--- src/rtl/fb_scanout_if.sv ---
// Bundle between the video timing generator / framebuffer read port and the
// scan-out block; the master side drives timing and RAM data, the slave side is fb_scanout.
interface fb_scanout_if #(
  parameter int DATA_WIDTH = 8,
  parameter int ADDR_WIDTH = 14
);
  logic                  de_i;
  logic                  hsync_i;
  logic                  vsync_i;
  logic [ADDR_WIDTH-1:0] rd_addr;
  logic [DATA_WIDTH-1:0] rd_data;
  logic [DATA_WIDTH-1:0] pixel_o;
  logic                  de_o;
  logic                  hsync_o;
  logic                  vsync_o;

  modport master (
    output de_i, hsync_i, vsync_i, rd_data,
    input  rd_addr, pixel_o, de_o, hsync_o, vsync_o
  );

  modport slave (
    input  de_i, hsync_i, vsync_i, rd_data,
    output rd_addr, pixel_o, de_o, hsync_o, vsync_o
  );
endinterface

--- src/rtl/fb_scanout.sv ---
// Framebuffer scan-out: maps the raster position onto an integer-upscaled image
// window, reads the framebuffer and re-aligns the timing signals to the 1-cycle RAM read.
module fb_scanout #(
  parameter int                    DATA_WIDTH = 8,
  parameter int                    ADDR_WIDTH = 14,
  parameter int                    FB_W       = 160,
  parameter int                    FB_H       = 120,
  parameter int                    SCALE_LOG2 = 2,
  parameter logic [DATA_WIDTH-1:0] BG_COLOR   = {DATA_WIDTH{1'b0}}
) (
  input logic         clk,
  input logic         rst,
  fb_scanout_if.slave bus
);
  localparam int XW = (SCALE_LOG2 > 0) ? SCALE_LOG2 : 1;
  localparam int CW = $clog2(FB_W + 1);
  localparam int RW = $clog2(FB_H + 1);
  localparam logic [XW-1:0]         X_MAX    = XW'((32'd1 << SCALE_LOG2) - 32'd1);
  localparam logic [XW-1:0]         X_ONE    = XW'(1'b1);
  localparam logic [CW-1:0]         COL_END  = CW'(FB_W);
  localparam logic [CW-1:0]         COL_ONE  = CW'(1'b1);
  localparam logic [RW-1:0]         ROW_END  = RW'(FB_H);
  localparam logic [RW-1:0]         ROW_ONE  = RW'(1'b1);
  localparam logic [ADDR_WIDTH-1:0] LINE_INC = ADDR_WIDTH'(FB_W);

  logic [XW-1:0]         xrep_r, xrep_s;
  logic [XW-1:0]         yrep_r, yrep_s;
  logic [CW-1:0]         col_r, col_s;
  logic [RW-1:0]         row_r, row_s;
  logic [ADDR_WIDTH-1:0] line_base_r, line_base_s;
  logic                  synced_r, synced_s;
  logic                  in_win_r, de_q_r, hs_q_r, vs_q_r;
  logic [DATA_WIDTH-1:0] pixel_r;
  logic                  de_o_r, hs_o_r, vs_o_r;
  logic                  frame_start_s, line_end_s, in_win_s;
  logic [ADDR_WIDTH-1:0] col_addr_s;

  assign frame_start_s = bus.vsync_i && !vs_q_r;
  assign line_end_s    = de_q_r && !bus.de_i;
  assign in_win_s      = synced_r && bus.de_i && (col_r < COL_END) && (row_r < ROW_END);
  // Past the right edge col sits at FB_W; fold it back so the read stays inside the image.
  assign col_addr_s    = (col_r < COL_END) ? ADDR_WIDTH'(col_r) : {ADDR_WIDTH{1'b0}};

  assign bus.rd_addr = line_base_r + col_addr_s;
  assign bus.pixel_o = pixel_r;
  assign bus.de_o    = de_o_r;
  assign bus.hsync_o = hs_o_r;
  assign bus.vsync_o = vs_o_r;

  // Raster-position counters; frame start outranks line end and pixel advance.
  always_comb begin
    xrep_s      = xrep_r;
    yrep_s      = yrep_r;
    col_s       = col_r;
    row_s       = row_r;
    line_base_s = line_base_r;
    synced_s    = synced_r;
    if (frame_start_s) begin
      xrep_s      = {XW{1'b0}};
      yrep_s      = {XW{1'b0}};
      col_s       = {CW{1'b0}};
      row_s       = {RW{1'b0}};
      line_base_s = {ADDR_WIDTH{1'b0}};
      synced_s    = 1'b1;
    end else if (line_end_s) begin
      xrep_s = {XW{1'b0}};
      col_s  = {CW{1'b0}};
      yrep_s = (yrep_r == X_MAX) ? {XW{1'b0}} : (yrep_r + X_ONE);
      if ((yrep_r == X_MAX) && (row_r < ROW_END)) begin
        row_s       = row_r + ROW_ONE;
        line_base_s = line_base_r + LINE_INC;
      end else begin
        row_s       = row_r;
        line_base_s = line_base_r;
      end
    end else if (bus.de_i) begin
      xrep_s = (xrep_r == X_MAX) ? {XW{1'b0}} : (xrep_r + X_ONE);
      if ((xrep_r == X_MAX) && (col_r < COL_END)) begin
        col_s = col_r + COL_ONE;
      end else begin
        col_s = col_r;
      end
    end else begin
      synced_s = synced_r;
    end
  end

  // Counter state register.
  always_ff @(posedge clk) begin
    if (rst) begin
      xrep_r      <= {XW{1'b0}};
      yrep_r      <= {XW{1'b0}};
      col_r       <= {CW{1'b0}};
      row_r       <= {RW{1'b0}};
      line_base_r <= {ADDR_WIDTH{1'b0}};
      synced_r    <= 1'b0;
    end else begin
      xrep_r      <= xrep_s;
      yrep_r      <= yrep_s;
      col_r       <= col_s;
      row_r       <= row_s;
      line_base_r <= line_base_s;
      synced_r    <= synced_s;
    end
  end

  // Two-stage output pipeline: stage 1 waits out the RAM read, stage 2 selects the pixel.
  always_ff @(posedge clk) begin
    if (rst) begin
      in_win_r <= 1'b0;
      de_q_r   <= 1'b0;
      hs_q_r   <= 1'b0;
      vs_q_r   <= 1'b0;
      pixel_r  <= {DATA_WIDTH{1'b0}};
      de_o_r   <= 1'b0;
      hs_o_r   <= 1'b0;
      vs_o_r   <= 1'b0;
    end else begin
      in_win_r <= in_win_s;
      de_q_r   <= bus.de_i;
      hs_q_r   <= bus.hsync_i;
      vs_q_r   <= bus.vsync_i;
      pixel_r  <= in_win_r ? bus.rd_data : BG_COLOR;
      de_o_r   <= de_q_r;
      hs_o_r   <= hs_q_r;
      vs_o_r   <= vs_q_r;
    end
  end
endmodule

--- src/flat_wrapper.sv ---
// flat-port wrapper written by rule: the top's interface ports become plain ports
module fb_scanout_flat 
#(
  parameter int                    DATA_WIDTH = 8,
  parameter int                    ADDR_WIDTH = 14,
  parameter int                    FB_W       = 160,
  parameter int                    FB_H       = 120,
  parameter int                    SCALE_LOG2 = 2,
  parameter logic [DATA_WIDTH-1:0] BG_COLOR   = {DATA_WIDTH{1'b0}}
)
  (clk, rst, bus_de_i, bus_hsync_i, bus_vsync_i, bus_rd_data, bus_rd_addr, bus_pixel_o, bus_de_o, bus_hsync_o, bus_vsync_o);
  fb_scanout_if #(.DATA_WIDTH(DATA_WIDTH), .ADDR_WIDTH(ADDR_WIDTH)) bus_i ();
  input logic clk;
  input logic rst;
  input wire logic [$bits(bus_i.de_i)-1:0] bus_de_i;
  input wire logic [$bits(bus_i.hsync_i)-1:0] bus_hsync_i;
  input wire logic [$bits(bus_i.vsync_i)-1:0] bus_vsync_i;
  input wire logic [$bits(bus_i.rd_data)-1:0] bus_rd_data;
  output wire logic [$bits(bus_i.rd_addr)-1:0] bus_rd_addr;
  output wire logic [$bits(bus_i.pixel_o)-1:0] bus_pixel_o;
  output wire logic [$bits(bus_i.de_o)-1:0] bus_de_o;
  output wire logic [$bits(bus_i.hsync_o)-1:0] bus_hsync_o;
  output wire logic [$bits(bus_i.vsync_o)-1:0] bus_vsync_o;
  assign bus_i.de_i = bus_de_i;
  assign bus_i.hsync_i = bus_hsync_i;
  assign bus_i.vsync_i = bus_vsync_i;
  assign bus_i.rd_data = bus_rd_data;
  assign bus_rd_addr = bus_i.rd_addr;
  assign bus_pixel_o = bus_i.pixel_o;
  assign bus_de_o = bus_i.de_o;
  assign bus_hsync_o = bus_i.hsync_o;
  assign bus_vsync_o = bus_i.vsync_o;
  fb_scanout #(.DATA_WIDTH(DATA_WIDTH), .ADDR_WIDTH(ADDR_WIDTH), .FB_W(FB_W), .FB_H(FB_H), .SCALE_LOG2(SCALE_LOG2), .BG_COLOR(BG_COLOR)) u_core (.clk(clk), .rst(rst), .bus(bus_i));
endmodule
--- config.mk ---
export PLATFORM = sky130hd
export DESIGN_NAME = fb_scanout_flat
export DESIGN_NICKNAME = d
export VERILOG_FILES = /design/src/rtl/fb_scanout_if.sv /design/src/rtl/fb_scanout.sv /design/src/flat_wrapper.sv
export SDC_FILE = /design/constraint.sdc
export NUM_CORES = 1
export LEC_CHECK = 0
export ABC_AREA = 1
export CAP_MARGIN = 20
export CORE_MARGIN = 2
export CORE_UTILIZATION = 52
export DETAILED_ROUTE_END_ITERATION = 7
export PLACE_DENSITY_LB_ADDON = 0.08
export SYNTH_ARGS = -nofsm -noshare
export SYNTH_HDL_FRONTEND = slang
export SYNTH_SLANG_ARGS = --single-unit
--- constraint.sdc ---
create_clock -name clk -period 2.3 [get_ports clk]
set_input_delay 0.46 -clock clk [delete_from_list [all_inputs] [get_ports clk]]
set_output_delay 0.46 -clock clk [all_outputs]
set_load 0.03 [all_outputs]
==> out/metrics.cfg, run 1 <==
[worst_hold_path]
hold_class=reg2reg

[die]
die_area_sq_mm=0.00455
std_cell_rows=23
ios=38
core_area_sq_mm=0.00394
die_y_microns=67.5
initial_core_util=0.532
die_width_microns=67.5

[setup_path]
worstSetupStartpoint=u_core.col_r[5]
r2r_slack_ps=960
start_kind=register
cp-end-kind=output pin
critical_path.max_stage_delay_ps=370
crit_chain=buf_4, nand2_2, inv_2, ha_4, inv_1, fa_2, o21ai_4, nand2_2, xor2_4, buf_6
arrival_ps=2060
cp-endpoint=bus_rd_addr[11]
crit_top_cell=nand2_2
critical_path.max_fanout=3
required_ps=1840
regToRegEndpoint=u_core.line_base_r[13]
slowest_stage=dfxtp_4
rr_startpoint=u_core.line_base_r[5]
crit_type=reg2out
reg2reg_depth=7

[logic_synthesis]
synth_top_cell_by_area=dfxtp_1
syn-num-nets=309
yosysSeqAreaShare=0.420
netlist.area_leader.share=0.420
synth_area_per_cell_sq_um=7.30
netlist_area_sq_mm=0.00210
synth.area.top_cells=dfxtp_1, nand2_1, inv_1, nor2_1, a21oi_1
ys_types=28
synth-seq-cells=44
syn-instance-count=287
ys_warn_count=0

[layout]
nFillCells=323
drive_above_1_share=0.191
final_cell_area_sq_mm=0.00282
n_antenna_cell=0
area_growth_pct=34.4
finish.net_count=363

[status]
status=finished, violations left
violations=negative setup slack

[sta]
skew_ps=6.68
finalSetupViolations=7
fin_crit_sh=1.09
worst_slack_ps=-216
finalHoldViolCount=0
min_period_ps=2520
slew_headroom=0.784
worst_pin_slew_ps=324
fmax_mhz=397
holdWs_ps=405
rsz0062_at_grt=yes
drv_slew=0

[clock_network]
htreeDepth=2
cts_tree=yes
insertion_delay_ps=300
cts.sinks=44
cts_buffers=5
holdBufCountCts=0
cts-root-buf=clkbuf_8
clkTransAtPathRegs_ps=80
clockBufferDepth=2

[power]
powerDensity_mw_per_mm2=466
peakVddDrop_mv=0.366
leakagePower_nw=1.32

[drt]
detail_route.wirelength_microns=4010
first_iter_violations=58
viasPerCell=4.72
first_pass_iters=4
ant_nets=0
wl_per_cell_microns=10.3
vias=1846
drc=0

[global_routing]
grt_first_pass_wirelength_microns=6510
antenna_found_initial=0
grt_pass1_vias=1576
grt_overflow_total=0
grt_start_max_net_pins=31
grt_util_all_layers=0.191

[place]
place.port_buffers=37
dp_hpwl_microns=2880
pre_cts_ws_ps=-35.0
post_dp_cell_area_sq_mm=0.00262
place_congestion=0.782

[flow_run]
maxCapViolCount=0

==> cell type report <==
class | count | area, sq um | share of cell area
inverter | 55 | 208 | 0.0737
multi-input combinational | 183 | 1070 | 0.380
timing repair buffer | 52 | 509 | 0.181
tap | 50 | 62.6 | 0.0222
clock buffer | 5 | 68.8 | 0.0244
sequential | 44 | 887 | 0.315
clock inverter | 2 | 12.5 | 0.00444
==> flip-flops by register name, indices dropped and copies added, names as in the netlist <==
signal,count
u_core.line_base_r,9
u_core.bus.pixel_o,8
u_core.col_r,8
u_core.row_r,7
u_core.xrep_r,2
u_core.yrep_r,2
u_core.bus.de_o,1
u_core.bus.hsync_o,1
u_core.bus.vsync_o,1
u_core.de_q_r,1
u_core.hs_q_r,1
u_core.in_win_r,1
u_core.synced_r,1
u_core.vs_q_r,1
==> critical path: cells and delay by family, from the launching register on <==
kind | cells | cell delay, ps
XOR/XNOR | 1 | 160
adder cells (fa/ha/maj) | 2 | 480
buffers and inverters | 4 | 370
AO/OA/AOI/OAI | 1 | 190
flip-flops | 1 | 370
AND/OR/NAND/NOR | 2 | 170
==> logic make-up (layout without fill, tap and decap cells) <==
logic type,after synthesis,count (layout),share of synthesized area
AOI/OAI and AO/OA,31,31,0.0776
xor gates and xnor gates,10,10,0.0418
adders and majority gates,9,9,0.0573
buffers and inverters,60,114,0.119
DFF,44,44,0.420
and+or+nand+nor,133,133,0.284
==> per-stage QoR <==
| step | std cells | util | total power, mW | TNS (ps) |
|---|---|---|---|---|
| finish | 391 | 0.715 | 1.31 | -1140 |
| CTS | 390 | 0.705 | 1.33 | -794 |
| global placement | 380 | 0.664 | 0.870 | -8.10 |
| global route | 391 | 0.715 | 1.37 | -1660 |
| floorplan | 287 | - | 0.832 | 0 |
| detailed placement | 380 | 0.664 | 0.871 | -62.2 |
==> worst min-delay path by stage <==
stage          depth (start not counted)     startpoint            endpoint  slack (ps)
3_5_place_dp                           2  u_core.hs_q_r  u_core.bus.hsync_o         400
3_3_place_gp                           2  u_core.hs_q_r  u_core.bus.hsync_o         390
6_report                               2  u_core.hs_q_r  u_core.bus.hsync_o         410
4_1_cts                                2  u_core.hs_q_r  u_core.bus.hsync_o         410
5_1_grt                                2  u_core.hs_q_r  u_core.bus.hsync_o         430
2_1_floorplan                          2  u_core.hs_q_r  u_core.bus.hsync_o         390
==> synthesized netlist by cell type, drive strengths merged <==
cell type and number:
nand2 59, inv 54, nor2 47, dfxtp 44, a21oi 21, nand3 16
xor2 9, ha 8, o21ai 8, nand4 7, buf 5, a21o 1
and3 1, clkinv 1, fa 1, nand3b 1, nor3 1, nor4 1
o211a 1, xnor2 1
==> power by group <==
part,internal [mW],total [mW],switching (mW)
combinational,0.0363,0.0767,0.0405
sequential,0.770,0.774,0.00383
clock,0.206,0.461,0.256
total,1.01,1.31,0.300
==> cells in the final DEF, fill, tap and decap left out, types with 5 or more instances in the layout <==
master,synthesis,routed
clkbuf_8,0,5
o21ai_0,5,5
ha_1,8,7
nand2_2,2,5
dfxtp_1,44,41
xor2_1,9,6
nand2_1,57,54
nand3_1,10,10
buf_6,2,5
inv_2,4,8
nand3_2,6,6
dlymetal6s2s_1,0,6
inv_1,50,46
clkdlybuf4s50_1,0,23
buf_4,2,17
a21oi_1,21,21
nor2_1,44,43
nand4_1,7,7
==> routing by layer <==
layer | track usage | up-vias | wire (microns)
li1 | - | 989 | -
met1 | 0.241 | 809 | 1860
met2 | 0.300 | 36 | 1850
met3 | 0.0517 | 12 | 186
met4 | 0.0969 | 0 | 108
met5 | 0 | - | 0
==> repair_timing <==
item | CTS | global route
resized for setup | 17 | 10
setup endpoints to repair | 7 | 13
pin swaps | 9 | 5
setup buffers | 3 | 1
Power figures use the tool's default switching activity.
==> run 2: changes to the inputs <==
--- a/config.mk
+++ b/config.mk
@@ -9,6 +9,7 @@
 export CAP_MARGIN = 20
 export CORE_MARGIN = 2
 export CORE_UTILIZATION = 52
+export CTS_BUF_LIST = sky130_fd_sc_hd__clkbuf_8 sky130_fd_sc_hd__clkbuf_16
 export DETAILED_ROUTE_END_ITERATION = 7
 export PLACE_DENSITY_LB_ADDON = 0.08
 export SYNTH_ARGS = -nofsm -noshare
==> constraint.sdc (replaced) <==
create_clock -name clk -period 2.3 [get_ports clk]
set_input_delay 0.46 -clock clk [delete_from_list [all_inputs] [get_ports clk]]
set_output_delay 0.46 -clock clk [all_outputs]
set_load 0.05 [all_outputs]
==> out/metrics.cfg, run 2 (synthesis gave the netlist of run 1 again) <==
[sta]
fmax_mhz=392  ; -1.3%
rsz0062_at_grt=yes
holdWs_ps=409  ; +3.28 ps
slew_headroom=0.665  ; -0.119
worst_pin_slew_ps=501  ; +177 ps
min_period_ps=2550  ; +32.3 ps
drv_slew=0  ; unchanged
worst_slack_ps=-249  ; -32.3 ps
fin_crit_sh=1.11  ; +0.0140
skew_ps=8.41  ; +1.73 ps
finalHoldViolCount=0  ; unchanged
finalSetupViolations=7  ; unchanged

[setup_path]
critical_path.top_delay_family=buffers and inverters
crit_chain=o21ai_2, inv_2, nor2_4, inv_2, fa_2, o21ai_4, buf_6, xor2_4, buf_12
arrival_ps=2090  ; +30 ps
crit_type=reg2out
cp_num_buf_inv=4  ; unchanged
required_ps=1840  ; about the same
slowest_stage=fa_2
critical_path.max_fanout=3  ; unchanged
critical_path.max_stage_delay_ps=390  ; +20 ps
crit_top_cell=inv_2
start_kind=register
cp-end-kind=output pin

[die]
initial_core_util=0.532  ; unchanged
die_y_microns=67.5  ; unchanged
die_width_microns=67.5  ; unchanged
core_area_sq_mm=0.00394  ; unchanged
std_cell_rows=23  ; unchanged
ios=38  ; unchanged
die_area_sq_mm=0.00455  ; unchanged

[layout]
final_common_cell=nand2_1
area_growth_pct=43.4
n_antenna_cell=0  ; unchanged
regArea_sq_um=885  ; -0.28%
final_cell_mix=nand2_1, inv_1, nor2_1
nFillCells=295  ; -8.7%
largest_reg_flops=9  ; unchanged
multi_input_area_sq_mm=0.00114  ; +6.7%
finish.net_count=369  ; +1.7%
stdcell_count=398  ; +1.8%
final_cell_area_sq_mm=0.00301  ; +6.7%
top_register=u_core.line_base_r
drive_above_1_share=0.256  ; +0.0651

[place]
post-place-cells=378  ; -0.53%
dp_hpwl_microns=2960  ; +2.6%
post_dp_cell_area_sq_mm=0.00272  ; +4.0%
place.port_buffers=37  ; unchanged
place_congestion=0.787  ; +0.63%

[drt]
viasPerCell=4.81  ; +2.0%
first_iter_violations=104  ; +79%
first_pass_iters=4  ; unchanged
wl_per_cell_microns=11.2  ; +8.9%
drc=0  ; unchanged
detail_route.wirelength_microns=4450  ; +11%
vias=1916  ; +3.8%
ant_nets=0  ; unchanged

[power]
leakagePower_nw=1.28  ; -2.6%
p_total_mw=1.37  ; +4.6%
powerDensity_mw_per_mm2=457  ; -1.9%
peakVddDrop_mv=0.466  ; +27%

[clock_network]
insertion_delay_ps=300  ; about the same
clkTransAtPathRegs_ps=90  ; about the same
cts_buffers=5  ; unchanged
clockBufferDepth=2  ; unchanged
cts.sinks=44  ; unchanged
cts_tree=yes
cts-root-buf=clkbuf_8
htreeDepth=2  ; unchanged

[global_routing]
grt_pass1_vias=1646  ; +4.4%
grt_util_all_layers=0.206  ; +0.0145
antenna_found_initial=0  ; unchanged
grt_overflow_total=0  ; unchanged
grt_start_max_net_pins=31  ; unchanged
grt_first_pass_wirelength_microns=7110  ; +9.3%

[status]
status=finished, violations left
violations=negative setup slack

[worst_hold_path]
hold_class=reg2reg

[flow_run]
maxCapViolCount=0  ; unchanged

==> run 2: power by group <==
part	total [mW]	internal [mW]	switching [mW]	leakage, nW
Combinational	0.0828	0.0362	0.0466	0.874
Sequential	0.775	0.772	0.00391	0.358
Clock	0.514	0.246	0.268	0.0516
Total	1.37	1.05	0.319	1.28
==> run 2: worst register-to-register path, cell delays in order (launching register included) <==
cell     delay (ps)
dfxtp_2         350
o21ai_2         180
buf_4           130
buf_4            90
buf_4           100
buf_4           100
nand2_2         100
inv_2           140
nand2_1          70
nand2_1          60
nand2_1          40
nor2_1           70
==> run 2: timing repair <==
| action | in CTS | in global routing |
|---|---|---|
| resized for setup | 20 | 6 |
| endpoints found under the setup margin | 7 | 8 |
| setup buffers | 11 | 1 |
| hold endpoints to repair | 0 | 0 |
| hold buffers | 0 | 0 |
| pin swaps | 12 | 8 |
==> run 2: through the flow <==
step                      worst slack, ps  setup TNS, ps  utilization
after floorplan                      -147           -326            -
after CTS                            -230          -1180        0.753
after detailed placement             3.06              0        0.691
after global placement               47.8              0        0.691
final                                -249          -1480        0.762
after global routing                 -338          -2080        0.762
==> run 2: final cells by class <==
type | count | area share
clock buffers | 6 | 0.0275
repair buffers | 58 | 0.204
clock inverters | 2 | 0.00458
inverters | 55 | 0.0691
multi-input cells | 183 | 0.380
well taps | 50 | 0.0208
flip-flops and latches | 44 | 0.294
==> run 2: routing by layer <==
layer | part of all wire | vias up | track usage
met3 | 0.051 | 6 | 0.0533
met5 | 0 | - | 0
met2 | 0.49 | 44 | 0.348
li1 | - | 1000 | -
met1 | 0.44 | 866 | 0.249
met4 | 0.017 | 0 | 0.0791
==> run 2: final timing paths <==
check,start,endpoint,slack (ps),cells past startpoint
max,u_core.col_r[5],bus_rd_addr[9],-250,9
max reg2reg,u_core.col_r[5],u_core.col_r[5],800,11
min,u_core.hs_q_r,u_core.bus.hsync_o,410,2
min reg2reg,u_core.hs_q_r,u_core.bus.hsync_o,410,2
